## src/rtl/rf_multiport_pkg.sv

```systemverilog
// Shared defaults, types and the index-validity helper for the multiport register file.
package rf_multiport_pkg;

    localparam int unsigned RF_DATA_W   = 8;
    localparam int unsigned RF_NUM_REGS = 14;
    localparam int unsigned RF_ADDR_W   = 4;

    typedef logic [RF_ADDR_W-1:0] rf_addr_t;
    typedef logic [RF_DATA_W-1:0] rf_data_t;

    // True when idx names a register that may be written, claimed, bypassed or read as stored.
    function automatic logic rf_writable(input int unsigned idx,
                                         input int unsigned num_regs,
                                         input logic        zero_reg);
        return (idx < num_regs) && !(zero_reg && (idx == 0));
    endfunction

endpackage

```

## src/rtl/rf_multiport_if.sv

```systemverilog
// Decode/writeback-facing bundle of the register file: read, write, claim and debug views.
interface rf_multiport_if #(
    parameter int unsigned DATA_W   = 8,
    parameter int unsigned NUM_REGS = 14,
    parameter int unsigned ADDR_W   = 4
) ();
    logic                       rf_write_reg;
    logic [ADDR_W-1:0]          rf_reg_in;
    logic [DATA_W-1:0]          rf_write_data;
    logic [ADDR_W-1:0]          rf_rd_a;
    logic [ADDR_W-1:0]          rf_rd_b;
    logic [DATA_W-1:0]          rf_out_a;
    logic [DATA_W-1:0]          rf_out_b;
    logic                       rf_claim;
    logic [ADDR_W-1:0]          rf_claim_reg;
    logic                       rf_stall;
    logic [NUM_REGS-1:0]        rf_busy;
    logic [NUM_REGS*DATA_W-1:0] rs;

    modport master (
        output rf_write_reg, rf_reg_in, rf_write_data, rf_rd_a, rf_rd_b, rf_claim, rf_claim_reg,
        input  rf_out_a, rf_out_b, rf_stall, rf_busy, rs
    );

    modport slave (
        input  rf_write_reg, rf_reg_in, rf_write_data, rf_rd_a, rf_rd_b, rf_claim, rf_claim_reg,
        output rf_out_a, rf_out_b, rf_stall, rf_busy, rs
    );
endinterface

```

## src/rtl/rf_multiport_busy_table.sv

```systemverilog
// Per-register pending-writeback flags and the read-side stall they cause.
module rf_multiport_busy_table
    import rf_multiport_pkg::*;
#(
    parameter int unsigned NUM_REGS = RF_NUM_REGS,
    parameter int unsigned ADDR_W   = RF_ADDR_W,
    parameter int unsigned ZERO_REG = 0
) (
    input  logic                clk,
    input  logic                reset,
    input  logic                i_claim,
    input  logic [ADDR_W-1:0]   i_claim_reg,
    input  logic                i_clr,
    input  logic [ADDR_W-1:0]   i_clr_reg,
    input  logic [ADDR_W-1:0]   i_rd_a,
    input  logic [ADDR_W-1:0]   i_rd_b,
    input  logic                i_byp_a,
    input  logic                i_byp_b,
    output logic [NUM_REGS-1:0] o_busy,
    output logic                o_stall_c
);
    logic [NUM_REGS-1:0] r_busy;
    logic                w_claim_v;
    logic                w_busy_a;
    logic                w_busy_b;

    assign w_claim_v = i_claim && rf_writable(32'(i_claim_reg), NUM_REGS, ZERO_REG != 0);

    // Claim sets, writeback clears; a claim in the same cycle as its own writeback wins.
    always_ff @(posedge clk or posedge reset) begin
        if (reset) begin
            r_busy <= '0;
        end else begin
            for (int i = 0; i < int'(NUM_REGS); i++) begin
                if (w_claim_v && (i_claim_reg == ADDR_W'(i))) begin
                    r_busy[i] <= 1'b1;
                end else if (i_clr && (i_clr_reg == ADDR_W'(i))) begin
                    r_busy[i] <= 1'b0;
                end
            end
        end
    end

    // Busy lookup per read port; indices outside the table never match and never stall.
    always_comb begin
        w_busy_a = 1'b0;
        w_busy_b = 1'b0;
        for (int i = 0; i < int'(NUM_REGS); i++) begin
            if (i_rd_a == ADDR_W'(i)) w_busy_a = r_busy[i];
            if (i_rd_b == ADDR_W'(i)) w_busy_b = r_busy[i];
        end
    end

    assign o_busy    = r_busy;
    assign o_stall_c = (w_busy_a && !i_byp_a) || (w_busy_b && !i_byp_b);

endmodule

```

## src/rtl/rf_multiport.sv

```systemverilog
// Register file: one write port, two bypassed combinational read ports, busy scoreboard.
module rf_multiport
    import rf_multiport_pkg::*;
#(
    parameter int unsigned DATA_W   = RF_DATA_W,
    parameter int unsigned NUM_REGS = RF_NUM_REGS,
    parameter int unsigned ADDR_W   = RF_ADDR_W,
    parameter int unsigned ZERO_REG = 0
) (
    input  logic           clk,
    input  logic           reset,
    rf_multiport_if.slave  bus
);
    logic [DATA_W-1:0] r_regs [NUM_REGS];
    logic              w_we_v;
    logic              w_byp_a;
    logic              w_byp_b;
    logic [DATA_W-1:0] w_rd_a;
    logic [DATA_W-1:0] w_rd_b;
    logic              w_stall_c;

    assign w_we_v  = bus.rf_write_reg && rf_writable(32'(bus.rf_reg_in), NUM_REGS, ZERO_REG != 0);
    assign w_byp_a = w_we_v && (bus.rf_rd_a == bus.rf_reg_in);
    assign w_byp_b = w_we_v && (bus.rf_rd_b == bus.rf_reg_in);

    // Storage; invalid or hard-zero targets are filtered out by w_we_v.
    always_ff @(posedge clk or posedge reset) begin
        if (reset) begin
            for (int i = 0; i < int'(NUM_REGS); i++) r_regs[i] <= '0;
        end else if (w_we_v) begin
            for (int i = 0; i < int'(NUM_REGS); i++) begin
                if (bus.rf_reg_in == ADDR_W'(i)) r_regs[i] <= bus.rf_write_data;
            end
        end
    end

    // Stored-value read muxes; out-of-range and hard-zero indices fall through to 0.
    always_comb begin
        w_rd_a = '0;
        w_rd_b = '0;
        for (int i = 0; i < int'(NUM_REGS); i++) begin
            if (!((ZERO_REG != 0) && (i == 0))) begin
                if (bus.rf_rd_a == ADDR_W'(i)) w_rd_a = r_regs[i];
                if (bus.rf_rd_b == ADDR_W'(i)) w_rd_b = r_regs[i];
            end
        end
    end

    rf_multiport_busy_table #(
        .NUM_REGS (NUM_REGS),
        .ADDR_W   (ADDR_W),
        .ZERO_REG (ZERO_REG)
    ) u_busy (
        .clk         (clk),
        .reset       (reset),
        .i_claim     (bus.rf_claim),
        .i_claim_reg (bus.rf_claim_reg),
        .i_clr       (w_we_v),
        .i_clr_reg   (bus.rf_reg_in),
        .i_rd_a      (bus.rf_rd_a),
        .i_rd_b      (bus.rf_rd_b),
        .i_byp_a     (w_byp_a),
        .i_byp_b     (w_byp_b),
        .o_busy      (bus.rf_busy),
        .o_stall_c   (w_stall_c)
    );

    // Reset forces the read ports quiet even while a write is presented.
    assign bus.rf_out_a = reset ? '0 : (w_byp_a ? bus.rf_write_data : w_rd_a);
    assign bus.rf_out_b = reset ? '0 : (w_byp_b ? bus.rf_write_data : w_rd_b);
    assign bus.rf_stall = !reset && w_stall_c;

    // Flat debug view of every register.
    for (genvar g = 0; g < int'(NUM_REGS); g++) begin : g_rs
        assign bus.rs[g*DATA_W +: DATA_W] = r_regs[g];
    end

endmodule

```

## src/flat_wrapper.sv

```systemverilog
// flat-port wrapper written by rule: the top's interface ports become plain ports
module rf_multiport_flat import rf_multiport_pkg::*;
#(
    parameter int unsigned DATA_W   = RF_DATA_W,
    parameter int unsigned NUM_REGS = RF_NUM_REGS,
    parameter int unsigned ADDR_W   = RF_ADDR_W,
    parameter int unsigned ZERO_REG = 0
)
  (clk, reset, bus_rf_write_reg, bus_rf_reg_in, bus_rf_write_data, bus_rf_rd_a, bus_rf_rd_b, bus_rf_claim, bus_rf_claim_reg, bus_rf_out_a, bus_rf_out_b, bus_rf_stall, bus_rf_busy, bus_rs);
  rf_multiport_if #(.DATA_W(DATA_W), .NUM_REGS(NUM_REGS), .ADDR_W(ADDR_W)) bus_i ();
  input  logic clk;
  input  logic reset;
  input wire logic [$bits(bus_i.rf_write_reg)-1:0] bus_rf_write_reg;
  input wire logic [$bits(bus_i.rf_reg_in)-1:0] bus_rf_reg_in;
  input wire logic [$bits(bus_i.rf_write_data)-1:0] bus_rf_write_data;
  input wire logic [$bits(bus_i.rf_rd_a)-1:0] bus_rf_rd_a;
  input wire logic [$bits(bus_i.rf_rd_b)-1:0] bus_rf_rd_b;
  input wire logic [$bits(bus_i.rf_claim)-1:0] bus_rf_claim;
  input wire logic [$bits(bus_i.rf_claim_reg)-1:0] bus_rf_claim_reg;
  output wire logic [$bits(bus_i.rf_out_a)-1:0] bus_rf_out_a;
  output wire logic [$bits(bus_i.rf_out_b)-1:0] bus_rf_out_b;
  output wire logic [$bits(bus_i.rf_stall)-1:0] bus_rf_stall;
  output wire logic [$bits(bus_i.rf_busy)-1:0] bus_rf_busy;
  output wire logic [$bits(bus_i.rs)-1:0] bus_rs;
  assign bus_i.rf_write_reg = bus_rf_write_reg;
  assign bus_i.rf_reg_in = bus_rf_reg_in;
  assign bus_i.rf_write_data = bus_rf_write_data;
  assign bus_i.rf_rd_a = bus_rf_rd_a;
  assign bus_i.rf_rd_b = bus_rf_rd_b;
  assign bus_i.rf_claim = bus_rf_claim;
  assign bus_i.rf_claim_reg = bus_rf_claim_reg;
  assign bus_rf_out_a = bus_i.rf_out_a;
  assign bus_rf_out_b = bus_i.rf_out_b;
  assign bus_rf_stall = bus_i.rf_stall;
  assign bus_rf_busy = bus_i.rf_busy;
  assign bus_rs = bus_i.rs;
  rf_multiport #(.DATA_W(DATA_W), .NUM_REGS(NUM_REGS), .ADDR_W(ADDR_W), .ZERO_REG(ZERO_REG)) u_core (.clk(clk), .reset(reset), .bus(bus_i));
endmodule
```

## config.mk

```make
export PLATFORM = sky130hd
export DESIGN_NAME = rf_multiport_flat
export DESIGN_NICKNAME = d
export VERILOG_FILES = /design/src/rtl/rf_multiport_pkg.sv /design/src/rtl/rf_multiport_if.sv /design/src/rtl/rf_multiport_busy_table.sv /design/src/rtl/rf_multiport.sv /design/src/flat_wrapper.sv
export SDC_FILE = /design/constraint.sdc
export NUM_CORES = 1
export LEC_CHECK = 0
export ABC_AREA = 1
export CORE_ASPECT_RATIO = 0.5
export CORE_MARGIN = 1.5
export CORE_UTILIZATION = 51
export DETAILED_ROUTE_END_ITERATION = 10
export HOLD_SLACK_MARGIN = 0.12
export PLACE_DENSITY = 0.8
export SLEW_MARGIN = 40
export SYNTH_ARGS = -nofsm -noshare
export SYNTH_HDL_FRONTEND = slang
export SYNTH_SLANG_ARGS = --single-unit
```

## constraint.sdc

```tcl
create_clock -name clk -period 11.5 [get_ports clk]
set_input_delay 2.875 -clock clk [delete_from_list [all_inputs] [get_ports clk]]
set_output_delay 2.875 -clock clk [all_outputs]
set_load 0.005 [all_outputs]
```

# --- Word level (Yosys, flattened, before mapping) ---
# Index checks and enable logic that the tools add are counted.
word_totals:
  elab_cells: 243
  ff_bits: 126
  out_inout_bits: 143
  in_bits: 28
op_classes:
  reduce_logical: 71
  magnitude_cmp: 2
  n_eq_ne: 54
  muxes: 88
ops:
  columns: ["op", "count"]
  rows:
  - ["8-bit 2-to-1 mux", 32]
  - ["4-bit == test, second input constant", 24]
  - ["4-bit by 3-bit == test with 1-bit output, second input constant", 16]
  - ["1-bit 2-to-1 mux", 56]
  - ["1-bit logical AND", 35]
  - ["4-bit by 2-bit == test with 1-bit output, second input constant", 8]
  - ["2-bit AND reduction", 14]
  - ["2-bit nonzero test", 14]
  - ["4-bit by 1-bit == test with 1-bit output, second input constant", 4]
  - ["4-bit zero test", 4]
  - ["4-bit == test", 2]
  - ["4-bit < comparator, second input constant", 2]
  - ["1-bit zero test", 3]
  - ["1-bit logical OR", 1]

# --- Logic depth before layout (Yosys ltp) ---
# Gate-level depths: netlist of run 1.
logic_depth:
  word_depth: 18
  ltp_mapped: 15
  ltp_nobuf: 15

# --- Modules after synthesis ---
# A second synthesis of run 1 with hierarchy kept.
hier_totals:
  hier_cells: 1126
  hier_area_um2: 7547.2
modules_own_cells:
  columns: ["mod", "cells_per_inst", "seq_area_each_um2", "n_inst", "area_each_um2"]
  rows:
  - ["rf_multiport", 955, 2802.7, 1, 6493.7]
  - ["rf_multiport_busy_table", 171, 350.3, 1, 1053.5]

# --- Least setup slack after synthesis of run 1 ---
# OpenSTA, ideal clock, no wires.
synth_timing:
  path_type: "input to output"
  from: "input reset"
  to: "output bus_rf_out_a[2]"
  path_buffers: 1
  slack_ns: 1.146
  arrival_time_ns: 7.479
  stages: 4
  required_ns: 8.625
  path_cell_list: "inv_1 -> clkbuf_1 -> o21ai_0 -> a21oi_1"
synth_between:
  elab_chain_cells: 1
synth_lines:
  columns: ["item", "line", "text"]
  rows:
  - ["from (decl)", "flat_wrapper.sv:12", "input logic reset;"]
  - ["8-bit 2-to-1 mux", "rf_multiport.sv:69", "assign bus.rf_out_a = reset ? '0 : (w_byp_a ? bus.rf_write_data : w_rd_a);"]
  - ["to (decl)", "flat_wrapper.sv:20", "output wire logic [$bits(bus_i.rf_out_a)-1:0] bus_rf_out_a;"]
# No other way between the ends.

# --- Worst setup path in the final report of run 1 ---
layout_timing:
  from: "input bus_rf_rd_b[3]"
  to: "output bus_rf_out_b[2]"
layout_between:
  elab_chain_cells: 17
  elab_cells_between_ends: 32
  classes_between: "14 x eq/ne; 16 x mux; 2 x reduce/logical"
layout_lines:
  columns: ["item", "line", "text"]
  rows:
  - ["from (decl)", "flat_wrapper.sv:17", "input wire logic [$bits(bus_i.rf_rd_b)-1:0] bus_rf_rd_b;"]
  - ["4-bit zero test", "rf_multiport.sv:44", "if (bus.rf_rd_b == ADDR_W'(i)) w_rd_b = r_regs[i];"]
  - ["8-bit 2-to-1 mux (14 in a row)", "rf_multiport.sv:44", null]
  - ["8-bit 2-to-1 mux * (2 in a row)", "rf_multiport.sv:70", "assign bus.rf_out_b = reset ? '0 : (w_byp_b ? bus.rf_write_data : w_rd_b);"]
  - ["to (decl)", "flat_wrapper.sv:21", "output wire logic [$bits(bus_i.rf_out_b)-1:0] bus_rf_out_b;"]
# Every way passes the cells marked *; elsewhere a longest branch is shown, timed or not.

==> key figures, run 1 <==
Timing
  – Final Hold Viols: 0
  – Final Max Slew Viols: 0
  – Setup_tns: 0 ns
  – Slew Limit Headroom: 48.0%
  – Final Critical Period: 8.65 ns
  – Setup violations, final: 0
  – RSZ-0062 raised after global routing: no
  – Crit share post-route: 75.2%
  – Post-route clock skew: 0 ns
  – Maximum clock rate: 116 MHz
  – Worst slew pin tran: 0.777 ns

Yosys
  – Library cells used by synthesis: 27
  – Synth area leaders: dfrtp_1 43%, nand2_1 18%, o21ai_0 8.7%
  – Avg Inst Size Synth: 6.85 µm²
  – Synth Net Count: 1,090
  – Synth Area in Adders: 0%
  – Synth top area share: 43.4%
  – Post-synthesis simple-gate area fraction: 32.4%
  – Ys Warns: 0
  – XOR/XNOR share of the synthesized area: 0.482%
  – Multiplexer area fraction after synthesis: 0%
  – Flops & latches, synth: 126
  – Yosys top cell by area: dfrtp_1
  – Post-Syn Instances: 1,062
  – Complex-gate fraction of the synthesized area: 14.8%
  – Synth Cell Area: 7270 µm²
  – Largest family of logic cells by synthesized area: simple AND/OR/NAND/NOR gates
  – Post-synthesis sequential area ratio: 43.4%

Placed design
  – Final GP Congestion: 1.01
  – Hpwl dp: 22.5 mm
  – IO buf count: 170

Final layout
  – Antenna Cells: 0
  – Commonest non-fill, non-tap cell in the layout: nand2_1
  – Fraction of layout cells with a size suffix above 1: 6.75%
  – FF/Latch Area: 3150 µm²
  – Most frequent cells in the layout: 354 x nand2_1, 170 x clkdlybuf4s50_1, 135 x inv_1
  – Fillers: 1,125
  – Area of the multi-input gates: 3470 µm²
  – Nets@finish: 1,260
  – Area Overhead vs Synth: 34.2%

Clock tree
  – CTS tree: built
  – Max clock buf depth: 2
  – Clock sink total: 126
  – Hold buffers post-CTS: 0
  – Post-CTS Setup Bufs: 0
  – Num CTS Buffers: 17
  – Later-pin clock latency in the skew report: 0.42 ns
  – CTS clk-pin slew, worst paths: 0.07 ns
  – Clock H-tree levels: 4
  – CTS Root Cell: clkbuf_16
  – Post-CTS Resized: 0

Routing
  – Final WL: 30.2 mm
  – Routed vias/inst: 5.96
  – Via count: 8,566
  – DRT Pass-1 Iters: 7
  – # DRC: 0
  – Post-route antenna net violation count: 0
  – DR iter-0 viols: 1,195
  – WL per Instance: 21.0 µm

Run status
  – Status: completed

Global route
  – Congestion Overflow GR: 0
  – Global-route wire length before repair: 45.4 mm
  – Pin count of the biggest net entering global routing: 71
  – Grt met2 use: 61.4%
  – All-Layer GR Usage: 41.4%
  – Met1 usage: 57.0%
  – Initial antenna violation count: 0
  – Vias in the first global route: 7,895
  – Grt peak-use layer: met2
  – Met3 Use GR: 11.2%

Worst setup path
  – Critical Path Fanout Max: 8
  – Setup CP Type: input pin to output pin
  – CP Launch Type: input pin
  – Crit path capture type: output pin
  – CP Data Arrival Time: 5.78 ns
  – Crit path required time: 8.63 ns

Floorplanning
  – Die Area: 15,000 µm²
  – Initial Util: 52.9%
  – Die H: 87.4 µm
  – Row count: 30
  – Ports: 171
  – Chip width: 172 µm
  – Core area: 13,700 µm²

Power and ir drop
  – Final Power: 1.72 mW
  – Power Density: 176 nW/µm²
  – VDD IR max: 0.0973 mV
  – P_leak: 4.36 nW

Worst hold path
  – Hold WC Path Type: register to register

Flow run
  – Max-cap violation count: 0
-- flip-flops by register name, indices dropped and copies added, names as in the netlist --
name / count
u_core.bus.rs: 112
u_core.u_busy.o_busy: 14
-- cell usage after synthesis, drive strengths merged --
cell	count
nand2	359
inv	148
o21ai	132
dfrtp	126
nor2	108
a21oi	64
nand4	42
nand3	31
clkbuf	16
buf	8
a32o	7
nor3	6
or2	6
xor2	4
a31oi	1
clkinv	1
nand3b	1
nor3b	1
nor4b	1
-- worst paths after layout --
check                                     endpoint                from  depth (start not counted)  slack (ns)
worst max-delay path               bus_rf_out_b[2]      bus_rf_rd_b[3]                         13        2.85
worst min-delay path            u_core.bus.rs[103]  u_core.bus.rs[103]                          2        0.56
worst max register to register   u_core.bus.rs[25]   u_core.bus.rs[25]                          2       10.66
worst min register to register  u_core.bus.rs[103]  u_core.bus.rs[103]                          2        0.56
max in group asynchronous        u_core.bus.rs[53]               reset                          3        7.29
min in group asynchronous        u_core.bus.rs[96]               reset                          2        3.15
-- report_power, final --
part | switching [mW] | internal (mW) | total, mW | leakage [nW]
Clock | 0.231 | 0.322 | 0.553 | 0.281
Combinational | 0.227 | 0.259 | 0.486 | 2.56
Sequential | 0.132 | 0.546 | 0.678 | 1.52
Total | 0.590 | 1.13 | 1.72 | 4.36
-- worst max-delay path, stage by stage --
cell and delay (ns):
clkdlybuf4s50_1 0.67, nor2_1 0.15, nand2_1 0.27, nor2_1 0.07, nor2_1 0.11, nand3_1 0.08
nor3_1 0.44, nand4_1 0.22, nor2_1 0.21, nand4_1 0.12, nand2_1 0.09, inv_1 0.04
clkdlybuf4s50_1 0.43
-- metrics by stage --
| stage | std cells | utilization (%) | area, µm² | hold WS, ns | setup WS [ns] |
|---|---|---|---|---|---|
| after floorplan | 1062 | - | 7270 | 0.510 | 1.15 |
| after global placement | 1405 | 66.6 | 9150 | 0.540 | 3.12 |
| after detailed placement | 1405 | 66.7 | 9170 | 0.542 | 3.10 |
| after CTS | 1437 | 71.0 | 9750 | 0.558 | 3.08 |
| after global routing | 1437 | 71.0 | 9760 | 0.586 | 2.84 |
| final | 1437 | 71.0 | 9760 | 0.557 | 2.85 |
-- metal layers --
metal,part of all wire (%),vias to the layer above
li1,-,3737
met1,40,3981
met2,42,712
met3,14,136
met4,4.6,0
met5,0,-
-- cell families (layout without fill, tap and decap cells) --
logic type	count (synthesis)	in the layout
AOI/OAI and AO/OA	204	204
xor gates and xnor gates	4	4
buffers and inverters	173	356
DFF	126	126
and+or+nand+nor	555	555
-- final cells by class --
cell class,instances,area share (%)
multi-input combinational,763,35.6
sequential,126,32.3
timing repair buffer,175,17.9
inverter,149,5.78
clock buffer,17,4.36
tap,192,2.46
clock inverter,15,1.63
No activity file was read; power rests on OpenSTA's default activity.
==> run 2, diff against run 1 <==
==> constraint.sdc (replaced) <==
create_clock -name clk -period 8.8 [get_ports clk]
set_input_delay 2.2 -clock clk [delete_from_list [all_inputs] [get_ports clk]]
set_output_delay 2.2 -clock clk [all_outputs]
set_load 0.005 [all_outputs]
==> run 2 against run 1 <==
Effect of this change: register-to-register slack got worse by 2.7 ns; sequential power is 30% higher; core utilization rose by 0.52 points; first-iteration DRC count increased by 18%.
==> key figures, run 2 (synthesis results as in run 1) <==
Power and ir drop
  – Sw power: 0.763 mW
  – Comb power frac: 27.8%
  – Switch share: 33.0%
  – Fraction of power consumed by the clock network: 34.2%
  – Power Density: 236 nW/µm²
  – P_leak: 4.39 nW
  – VDD IR max: 0.132 mV
  – Int Power: 1.55 mW
  – Seq pwr share: 38.1%

Timing
  – Final Hold Viols: 0
  – Slew Limit Headroom: 39.3%
  – Setup violations, final: 0
  – Setup_tns: 0 ns
  – RSZ-0062 raised after global routing: no
  – Final Critical Period: 7.27 ns
  – Final Max Slew Viols: 0
  – Post-route clock skew: 0 ns
  – Crit share post-route: 82.6%
  – Hold WS: 0.554 ns
  – Maximum clock rate: 138 MHz
  – Worst slew pin tran: 0.907 ns

Global route
  – Pin count of the biggest net entering global routing: 48
  – Grt peak-use layer: met2
  – Initial antenna violation count: 1
  – Vias in the first global route: 7,803
  – Global-route wire length before repair: 46.2 mm
  – Congestion Overflow GR: 0
  – Met3 Use GR: 12.2%
  – All-Layer GR Usage: 42.4%
  – Met1 usage: 58.9%
  – Grt met2 use: 61.6%

Worst setup path
  – Setup CP Type: input pin to output pin
  – CP Launch Type: input pin
  – Crit path capture type: output pin
  – Reg2reg setup slack: 7.97 ns
  – Critical Path Fanout Max: 10
  – Crit path required time: 6.60 ns
  – CP Data Arrival Time: 5.07 ns

Final layout
  – Nets@finish: 1,261
  – Max FFs per register: 112
  – Fraction of layout cells with a size suffix above 1: 6.82%
  – Commonest non-fill, non-tap cell in the layout: nand2_1
  – Most frequent cells in the layout: 354 x nand2_1, 170 x clkdlybuf4s50_1, 135 x inv_1
  – Fillers: 1,136
  – Area Overhead vs Synth: 35.2%

Routing
  – WL per Instance: 21.6 µm
  – Via count: 8,539
  – # DRC: 0
  – DRT Pass-1 Iters: 6
  – DR iter-0 viols: 1,416
  – Routed vias/inst: 5.93
  – Final WL: 31.2 mm
  – Post-route antenna net violation count: 0

Floorplanning
  – Initial Util: 52.9%
  – Die Area: 15,000 µm²
  – Die H: 87.4 µm
  – Row count: 30
  – Ports: 171
  – Core area: 13,700 µm²
  – Chip width: 172 µm

Clock tree
  – CTS Root Cell: clkbuf_16
  – Hold buffers post-CTS: 0
  – CTS tree: built
  – Clock H-tree levels: 4
  – Later-pin clock latency in the skew report: 0.42 ns
  – Max clock buf depth: 2
  – Clock sink total: 126
  – Post-CTS Setup Bufs: 0
  – Num CTS Buffers: 17
  – Post-CTS Resized: 0
  – CTS clk-pin slew, worst paths: 0.06 ns

Placed design
  – IO buf count: 170
  – Hpwl dp: 23.0 mm
  – Final GP Congestion: 1.02

Flow run
  – Max-cap violation count: 0

Worst hold path
  – Hold WC Path Type: register to register

Run status
  – Status: completed
[run 2: cell count changes in the layout (fill, tap and decap cells not counted), moves of 2 or more]
| cell | before | now |
|---|---|---|
| inv_6 | 7 | 2 |
| bufinv_16 | 2 | 4 |
| clkbuf_8 | 0 | 3 |
| diode_2 | 0 | 2 |
| clkinv_2 | 3 | 1 |
| buf_4 | 4 | 6 |
[run 2: through the flow]
step                worst slack, ns  util (%)  area [µm²]  std cells  power [mW]
floorplan                      2.05         -        7270       1062        1.06
global placement               1.73      66.7        9160       1406        1.49
detailed placement             1.72      66.7        9170       1406        1.51
CTS                            1.71      71.4        9820       1438        2.29
global route                   1.48      71.5        9820       1438        2.40
finish                         1.53      71.5        9830       1440        2.31
[run 2: per-layer routing]
metal  vias up  part of all wire [%]  routed length [µm]
met5         -                     0                   0
met4         0                   4.2                1300
met1      3950                    40               12500
li1       3740                     -                   -
met2       727                    41               12800
met3       122                    15                4630
[run 2: final timing paths]
| path | from | to | cells after the start |
|---|---|---|---|
| max | bus_rf_rd_a[0] | bus_rf_out_a[4] | 11 |
| min | u_core.bus.rs[88] | u_core.bus.rs[88] | 2 |
| max reg2reg | u_core.bus.rs[25] | u_core.bus.rs[25] | 2 |
| min reg2reg | u_core.bus.rs[88] | u_core.bus.rs[88] | 2 |
| max in group asynchronous | reset | u_core.u_busy.o_busy[4] | 4 |
| min in group asynchronous | reset | u_core.bus.rs[106] | 2 |
[run 2: area by class of cell]
cell class | count | area [µm²] | share of cell area (%)
repair buffers | 176 | 1750 | 17.8
flip-flops and latches | 126 | 3150 | 32.1
multi-input cells | 763 | 3470 | 35.3
clock buffers | 20 | 467 | 4.75
inverters | 149 | 562 | 5.72
well taps | 192 | 240 | 2.44
clock inverters | 12 | 183 | 1.86
diodes | 2 | 5.00 | 0.0509
[run 2: power groups by stage]
| stage | clock, mW | combinational, mW | sequential (mW) |
|---|---|---|---|
| final | 0.791 | 0.642 | 0.882 |
| after floorplan | 0 | 0.218 | 0.838 |
| after global placement | 0 | 0.613 | 0.880 |
| after detailed placement | 0 | 0.628 | 0.879 |
| after global routing | 0.812 | 0.693 | 0.890 |
| after CTS | 0.784 | 0.634 | 0.873 |
[run 2: critical path, cell delays in order]
cell and delay [ns]:
clkdlybuf4s50_1 0.50, inv_2 0.13, nand2_1 0.20, nor2_1 0.75, inv_1 0.17, o21ai_1 0.13
inv_1 0.06, nand4_1 0.10, nand2_1 0.06, a21oi_1 0.19, clkdlybuf4s50_1 0.57
